==> src/rtl/alu_sequencer.sv <==
// Control front end for the 8-bit ALU: handshake intake, 4x8 register file, issue and write-back.
// Define ALU_SEQ_PIPE_EN to accept a new request during write-back (one request per 2 cycles).
module alu_sequencer (
  input  logic       clk,
  input  logic       reset,
  input  logic       req_valid,
  output logic       req_ready,
  input  logic [2:0] req_op,
  input  logic [1:0] req_src_a,
  input  logic [1:0] req_src_b,
  input  logic [1:0] req_dst,
  input  logic       ld_en,
  input  logic [1:0] ld_sel,
  input  logic [7:0] ld_data,
  input  logic [1:0] rd_sel,
  output logic [7:0] rd_data,
  output logic       done,
  output logic       flag_zero,
  output logic       flag_carry,
  output logic       alu_enable,
  output logic [2:0] alu_op,
  output logic [7:0] alu_in_a,
  output logic [7:0] alu_in_b,
  input  logic [7:0] alu_out,
  input  logic       alu_flag_carry
);

  typedef enum logic [1:0] {
    IDLE  = 2'b00,
    ISSUE = 2'b01,
    WB    = 2'b10
  } state_t;

  state_t     state, next_state;
  logic [7:0] regs [4];
  logic [2:0] op_q;
  logic [1:0] src_a_q, src_b_q, dst_q;
  logic       accept;

  always_ff @(posedge clk or posedge reset) begin
    if (reset) state <= IDLE;
    else       state <= next_state;
  end

  // The unused 2'b11 encoding falls into the default arm and recovers to IDLE.
  always_comb begin
    next_state = IDLE;
    req_ready  = 1'b0;
    alu_enable = 1'b0;
    done       = 1'b0;
    case (state)
      IDLE: begin
        req_ready  = !ld_en;
        next_state = (req_valid && !ld_en) ? ISSUE : IDLE;
      end
      ISSUE: begin
        alu_enable = 1'b1;
        next_state = WB;
      end
      WB: begin
        done = 1'b1;
`ifdef ALU_SEQ_PIPE_EN
        req_ready  = 1'b1;
        next_state = req_valid ? ISSUE : IDLE;
`else
        next_state = IDLE;
`endif
      end
      default: next_state = IDLE;
    endcase
  end

  assign accept = req_valid && req_ready;

  always_ff @(posedge clk or posedge reset) begin
    if (reset) begin
      op_q    <= 3'd0;
      src_a_q <= 2'd0;
      src_b_q <= 2'd0;
      dst_q   <= 2'd0;
    end else if (accept) begin
      op_q    <= req_op;
      src_a_q <= req_src_a;
      src_b_q <= req_src_b;
      dst_q   <= req_dst;
    end
  end

  // Direct loads only land in IDLE; write-back owns the file in WB.
  always_ff @(posedge clk or posedge reset) begin
    if (reset) begin
      for (int i = 0; i < 4; i++) regs[i] <= 8'd0;
    end else if (state == IDLE && ld_en) begin
      regs[ld_sel] <= ld_data;
    end else if (state == WB) begin
      regs[dst_q] <= alu_out;
    end
  end

  always_ff @(posedge clk or posedge reset) begin
    if (reset) begin
      flag_zero  <= 1'b0;
      flag_carry <= 1'b0;
    end else if (state == WB) begin
      flag_zero  <= (alu_out == 8'd0);
      flag_carry <= alu_flag_carry;
    end
  end

  assign rd_data  = regs[rd_sel];
  assign alu_op   = op_q;
  assign alu_in_a = regs[src_a_q];
  assign alu_in_b = regs[src_b_q];

endmodule

==> config.mk <==
export PLATFORM = sky130hd
export DESIGN_NAME = alu_sequencer
export DESIGN_NICKNAME = d
export VERILOG_FILES = /design/src/rtl/alu_sequencer.sv
export SDC_FILE = /design/constraint.sdc
export NUM_CORES = 1
export LEC_CHECK = 0
export CORE_ASPECT_RATIO = 1.25
export CORE_MARGIN = 10
export CORE_UTILIZATION = 40
export DETAILED_ROUTE_END_ITERATION = 6
export PLACE_DENSITY = 0.67
export SKIP_LAST_GASP = 1
export SLEW_MARGIN = 0
export SYNTH_ARGS = -nofsm -noshare
export SYNTH_HDL_FRONTEND = slang
export SYNTH_SLANG_ARGS = --single-unit
==> constraint.sdc <==
create_clock -name clk -period 2.7 [get_ports clk]
set_input_delay 0.54 -clock clk [delete_from_list [all_inputs] [get_ports clk]]
set_output_delay 0.54 -clock clk [all_outputs]
set_load 0.02 [all_outputs]
### Word-level counts from Yosys, hierarchy flattened

Index checks and enable logic that the tools add are counted.

* bitwise operators: 5
* equality and inequality tests: 2
* reductions and logical operators: 9
* mux-type cells: 22
* magnitude comparators: 7

Operator list (count)
* bitwise mux 32 bit: 2
* two-way mux 32 bit: 2
* two-way mux 8 bit: 8
* binary-select mux 8 bit (select 2 bit): 3
* demux 8 bit (select 2 bit): 2
* greater-or-equal comparator 3 bit, second input constant: 5
* NOT 2 -> 3 bit: 5
* logical NOT 8 bit: 1
* less-than comparator 3 x 1 -> 1 bit, second input constant: 2
* logical AND 1 bit: 5
* two-way mux 1 bit: 4
* case mux 2 bit (2 select lines): 1
* equality test 2 x 1 -> 1 bit, second input constant: 1
* equality test 2 bit, second input constant: 1
* logical NOT 2 bit: 1
* nonzero test 2 bit: 1
* logical NOT 1 bit: 1

* input port bits: 34
* word-level logic and storage cells: 56
* register bits after elaboration: 45
* output and inout bits: 32

### Longest topological paths before layout

Gate-level depths: netlist (run 1).

* depth in word-level cells: 8
* mapped depth: 6

### Worst setup path before layout (run 1)

No wires, ideal clock.

* path kind: input-to-output
* start: input rd_sel[1]
* end: output rd_data[2]
* arrival time: 1527 ps
* slack: 633 ps
* path buffers: 1
* stages on the path: 2
* cells stage by stage: clkbuf_1 -> mux4_2

* word-level cells in the longest chain between the ends: 4

Ends and longest elaborated chain
* from (decl): RTL line 15 `input logic [1:0] rd_sel,`
* NOT 2 -> 3 bit (not written as such): RTL line 110 `assign rd_data = regs[rd_sel];`
* binary-select mux 8 bit (select 2 bit): RTL line 110
* two-way mux 8 bit (not written as such) (2 in series): RTL line 110
* to (decl): RTL line 16 `output logic [7:0] rd_data,`

Every way passes these cells. The select of a mux whose other input is x is not followed.

### Final worst setup path (run 1)

Ends and elaborated chain as after synthesis.

==> summary.md, run 1 <==
| Metric | Value |
|---|---|
| Status | `complete, no violations` |
| Setup repair bufs after CTS | `0` |
| Metal1 wirelength | `3374 microns` |
| DP Wirelength | `5993 microns` |
| Crit end category | `primary output` |
| P&R area growth vs syn | `33.76%` |
| Placement Setup Slack | `-0.09744 ns` |
| WHS Path Cells | `1` |
| Port bufs | `65` |
| Critical Path Fanout Max | `8` |
| Hold Path End | `alu_op[0]` |
| Crit path arrival time | `2.04 ns` |
| Fraction of registers with async set or reset after synthesis | `100.0%` |
| DR vias | `2,263` |
| WP data required | `2.16 ns` |
| Row count | `33` |
| Min-delay src | `alu_op[0]` |
| Critical path, cell by cell | `clkdlybuf4s50_1 > buf_12 > mux4_2 > dlygate4sd2_1` |
| Antenna-violating nets left | `0` |
| R2R Path Start | `state[0]` |
| Sequential element share of the synthesized area | `41.17%` |
| #FFs+latches synth | `45` |
| Clock root buffer master | `clkbuf_8` |
| Most used DFF post-synth | `dfrtp_1` |
| Crit path depth | `4` |
| DRT Wirelength | `8342 microns` |
| Core Util, Final | `55.38%` |
| # fillers | `564` |
| DP Cell Count | `365` |
| Hold Slack | `0.4917 ns` |
| Slew HR | `54.83%` |
| Largest net degree at the start of global routing | `46` |
| CTS tree | `built` |
| Die area | `0.01057 sq mm` |
| Pwr Total | `3.108 mW` |
| Met2 wire len | `4132 microns` |
| Mapped Area | `0.002735 sq mm` |
| WS Path Type | `input pin to primary output` |
| R2r setup slk | `0.76 ns` |
| Placer Congestion | `0.8390` |
| Ranking of synthesized cells by area | `dfrtp_1, mux4_2, a2bb2oi_1` |
| Router iterations before antenna repair | `4` |
| Starting Density | `41.40%` |
| GR Overflow Total | `0` |
| Core Region | `0.006606 sq mm` |
| Final clock skew | `0.007587 ns` |
| R2R Path End | `regs[18]` |
| Mean routed wirelength per cell | `22.36 microns` |
| Initial antenna violation count | `0` |
| Post-layout min period | `2.577 ns` |
| CP max stage delay | `0.51 ns` |
| Number of I/O pins | `66` |
| Top cell type's share of synthesized area | `41.17%` |
| Count leader, synth | `dfrtp_1` |
| GR Util All Layers | `16.08%` |
| Highest routed layer | `met4` |
| Initial DRC count | `290` |
| Slowest CP cell | `clkdlybuf4s50_1` |
| Setup Viol. Count Final | `0` |
| Clk slew on worst S/H paths | `0.09 ns` |
| Net count, final | `319` |
| Avg Cell Area, Syn | `12.60 sq um` |
| Top delay family on crit path | `buffers and inverters` |
| Area of the multi-input gates | `0.001491 sq mm` |
| CTS Buffer Depth | `2` |
| Worst-case vdd ir drop | `0.3386 mV` |
| CP Launch Type | `input pin` |
| Via/cell ratio | `6.067` |
| Finished Layout Cells | `373` |
| Synth Warn # | `0` |
| Layout cell share with drive strength beyond 1 | `19.93%` |
| Die X | `93.96 microns` |
| Pwr dens | `849.5 mW/mm^2` |
| DRC viols | `0` |
| Number of synthesized flops with an enable pin | `0` |
| Vias in the first global route | `2,320` |
| Die H | `112.5 microns` |
| Met3 routed WL | `624 microns` |
| Hold-fix buffers, CTS | `0` |
| Clk_lat worst skew | `0.31 ns` |
| Max cap viols | `0` |
| Clk sinks | `45` |
| Actual slew at the worst max-slew pin | `0.6761 ns` |
| Yosys top cell by area | `dfrtp_1` |
| Cells on worst reg2reg path | `4` |
| Fmax | `388.0 MHz` |
| CP bufs+invs | `3` |
| Ant diodes | `0` |
| First-pass GRT wire length | `13,370 microns` |
| RSZ-0062 raised after global routing | `false` |
| Synth Instances | `217` |
| Reg area | `0.001130 sq mm` |
| Leak | `1.414 nW` |
| Final hold violation count | `0` |
| Netlist cell types | `32` |
| Post-synth top cells | `dfrtp_1, mux4_2, nand3_1` |
| Worst setup margin | `0.1228 ns` |
| Final Slew Violations | `0` |
| Worst min path class | `flop to flop` |
| Mapped Nets | `251` |
| H-tree depth | `2` |
| CTS Buf Count | `5` |
| Fin crit share | `95.45%` |
| Beginning of the critical path | `rd_sel[1]` |
state kept, by name (all words and copies together) (netlist names):
register    cells
alu_op          3
dst_q           2
flag_carry      1
flag_zero       1
regs           32
src_a_q         2
src_b_q         2
state           2
power breakdown:
group,switching (mW),internal (mW),total (mW)
Combinational,0.595,0.824,1.42
Clock,0.246,0.302,0.548
Sequential,0.262,0.880,1.14
Total,1.10,2.01,3.11
cells by family after synthesis:
| kind of cell | Yosys count | synth area share, % |
|---|---|---|
| flip-flops | 45 | 41.17 |
| AND/OR/NAND/NOR | 52 | 12.08 |
| multiplexers | 39 | 25.80 |
| buffers and inverters | 26 | 4.300 |
| AO/OA/AOI/OAI | 55 | 16.65 |
stage by stage:
stage | area, sq um | setup TNS, ns
2_1_floorplan | 2735 | 0
3_3_place_gp | 3548 | -0.6382
3_5_place_dp | 3548 | -0.5832
4_1_cts | 3657 | 0
5_1_grt | 3659 | 0
6_report | 3659 | 0
worst max path at each step:
stage | end | slack, ns
floorplan | rd_data[2] | 0.63
global placement | rd_data[5] | -0.10
detailed placement | rd_data[5] | -0.1
CTS | alu_in_a[7] | 0.03
global route | alu_in_b[0] | 0.05
finish | rd_data[2] | 0.12
worst register-to-register path, cell delays in order, from the launching register on:
cell and delay [ns]:
dfrtp_1 0.48, nand4bb_1 0.57, o21ai_1 0.43, buf_4 0.21, a2bb2oi_1 0.17
placed cells by master, fill, tap and decap left out, types with 4 or more instances in the layout:
cell,synthesis,layout
a221o_1,8,8
a2bb2oi_1,20,20
and2_1,10,10
buf_4,0,15
clkbuf_8,0,6
clkdlybuf4s50_1,0,57
dfrtp_1,45,42
dlygate4sd2_1,0,8
inv_1,5,4
mux2_1,11,11
mux4_2,24,24
nand3_1,22,22
o31ai_1,20,20
what timing repair did:
action / 4_1_cts / 5_1_grt
setup endpoints to repair: 18 / 1
endpoints found under the hold margin: 0 / 0
pin swaps: 0 / 0
gates resized for setup: 10 / 1
area by class of cell:
cell class	count	share of cell area, %
inverter	5	0.5130
clock buffer	7	2.360
timing repair buffer	82	21.68
clock inverter	1	0.8208
sequential	45	30.88
tap	87	2.975
multi-input combinational	146	40.77
per-layer routing:
layer / global-route usage (%) / vias to the layer above
met5: 0 / -
li1: - / 1014
met4: 5.685 / 0
met2: 25.50 / 112
met3: 3.800 / 11
met1: 20.75 / 1126
No activity file was read; power rests on OpenSTA's default activity.
==> run 2, diff against run 1 <==
--- a/config.mk
+++ b/config.mk
@@ -9,6 +9,7 @@
 export CORE_MARGIN = 10
 export CORE_UTILIZATION = 40
 export DETAILED_ROUTE_END_ITERATION = 6
+export GPL_ROUTABILITY_DRIVEN = 0
 export PLACE_DENSITY = 0.67
 export SKIP_LAST_GASP = 1
 export SLEW_MARGIN = 0
==> results of run 2 <==
Final layout, timing and power as in run 1 (identical DEF).
==> run 3, diff against run 2 <==
--- a/config.mk
+++ b/config.mk
@@ -6,7 +6,6 @@
 export NUM_CORES = 1
 export LEC_CHECK = 0
 export CORE_ASPECT_RATIO = 1.25
-export CORE_MARGIN = 10
 export CORE_UTILIZATION = 40
 export DETAILED_ROUTE_END_ITERATION = 6
 export GPL_ROUTABILITY_DRIVEN = 0
==> summary.md, run 3 (synthesis results as in run 1) <==
| Metric | Value |
|---|---|
| Status | `complete, no violations` |
| WS Path Type | `input pin to primary output` |
| P&R area growth vs syn | `34.35%` |
| Worst min path class | `flop to flop` |
| Actual slew at the worst max-slew pin | `0.6587 ns` |
| Fin crit share | `95.32%` |
| Initial DRC count | `195` |
| Ant diodes | `0` |
| Clk sinks | `45` |
| CTS tree | `built` |
| Setup repair bufs after CTS | `0` |
| GR Overflow Total | `0` |
| Net count, final | `325` |
| Initial antenna violation count | `0` |
| Reg area | `0.001129 sq mm` |
| Clk slew on worst S/H paths | `0.08 ns` |
| # fillers | `577` |
| Area of the multi-input gates | `0.001491 sq mm` |
| Pwr dens | `817.6 mW/mm^2` |
| Worst setup margin | `0.1263 ns` |
| DR vias | `2,278` |
| DP Wirelength | `5481 microns` |
| Port bufs | `65` |
| Critical Path Fanout Max | `8` |
| Setup Viol. Count Final | `0` |
| DRT Wirelength | `7520 microns` |
| Die X | `75.96 microns` |
| CTS Buffer Depth | `2` |
| Clock root buffer master | `clkbuf_8` |
| WP data required | `2.16 ns` |
| GR Util All Layers | `22.42%` |
| Vias in the first global route | `2,267` |
| Final hold violation count | `0` |
| Pwr Total | `3.004 mW` |
| CP Launch Type | `input pin` |
| Leak | `1.438 nW` |
| Starting Density | `41.66%` |
| Largest register FFs | `32` |
| Slew HR | `56.00%` |
| Most frequent cells in the layout | `clkdlybuf4s50_1, dfrtp_1, mux4_2, nand3_1, buf_4` |
| Die area | `0.007174 sq mm` |
| CP max stage delay | `0.50 ns` |
| Hold-fix buffers, CTS | `0` |
| Final Slew Violations | `0` |
| Antenna-violating nets left | `0` |
| Most flops, register | `regs` |
| Slowest CP cell | `clkdlybuf4s50_1` |
| Crit end category | `primary output` |
| Worst-case vdd ir drop | `0.3572 mV` |
| Mean routed wirelength per cell | `19.84 microns` |
| Largest net degree at the start of global routing | `46` |
| Layout cell share with drive strength beyond 1 | `21.58%` |
| RSZ-0062 raised after global routing | `false` |
| Core Region | `0.006565 sq mm` |
| Clk_lat worst skew | `0.31 ns` |
| # resized after CTS | `10` |
| First-pass GRT wire length | `12,170 microns` |
| Number of I/O pins | `66` |
| Row count | `33` |
| Final clock skew | `0.01158 ns` |
| Placement Setup Slack | `-0.1075 ns` |
| Finished Layout Cells | `379` |
| Critical path, cell by cell | `clkdlybuf4s50_1 > buf_12 > mux4_2 > dlygate4sd2_1` |
| DP Cell Count | `371` |
| Router iterations before antenna repair | `4` |
| Die H | `94.45 microns` |
| Crit path arrival time | `2.03 ns` |
| Max cap viols | `0` |
| H-tree depth | `2` |
| CTS Buf Count | `5` |
| Fmax | `388.5 MHz` |
| Most common cell after layout, fill and taps aside | `clkdlybuf4s50_1` |
| Via/cell ratio | `6.011` |
| Post-layout min period | `2.574 ns` |
| DRC viols | `0` |
run 3: cell count changes in the layout (fill, tap and decap cells not counted), sizes merged:
cell / before / now
bufinv: 1 / 0
inv: 4 / 5
buf: 17 / 23
run 3: power by group:
part           switching (mW)  leakage [nW]  total, mW  internal, mW
clock                   0.237        0.0542      0.468         0.232
combinational           0.580         0.858       1.41         0.828
sequential              0.249         0.525       1.13         0.879
run 3: stage by stage:
stage,area (sq um),TNS (ns),hold WS [ns],util (%)
after floorplan,2735,0,0.5061,-
after global placement,3581,-0.5420,0.4675,54.55
after detailed placement,3581,-0.5627,0.4781,54.55
after CTS,3675,0,0.5007,55.97
after global routing,3675,0,0.5145,55.97
final,3675,0,0.4934,55.97
run 3: worst max-delay path: cells and delay by family:
family,cells,cell delay (ns)
buffers and inverters,3,0.99
muxes,1,0.50
run 3: cell type report:
cell class / instances / area share (%)
Clock buffer: 7 / 2.622
Clock inverter: 1 / 0.1362
Multi-Input combinational cell: 146 / 40.59
Tap cell: 87 / 2.962
Timing Repair Buffer: 88 / 22.47
Sequential cell: 45 / 30.71
Inverter: 5 / 0.5107
run 3: worst paths after layout:
| path | cells after the start | slack, ns | endpoint | start |
|---|---|---|---|---|
| min in group asynchronous | 3 | 0.69 | regs[7] | reset |
| hold / removal | 1 | 0.49 | alu_op[2] | alu_op[2] |
| setup / recovery | 4 | 0.13 | rd_data[4] | rd_sel[1] |
| max in group asynchronous | 3 | 1.58 | src_a_q[1] | reset |
| hold reg to reg | 1 | 0.49 | alu_op[2] | alu_op[2] |
| setup reg to reg | 3 | 0.94 | regs[26] | state[1] |
run 3: per-layer routing:
metal  track usage (%)  wire length [microns]  share of wire (%)
met1             29.95                   3208                 43
met2             37.20                   3740                 50
met3             4.155                    422                5.6
met4             7.372                    148                2.0
met5                 0                      0                  0
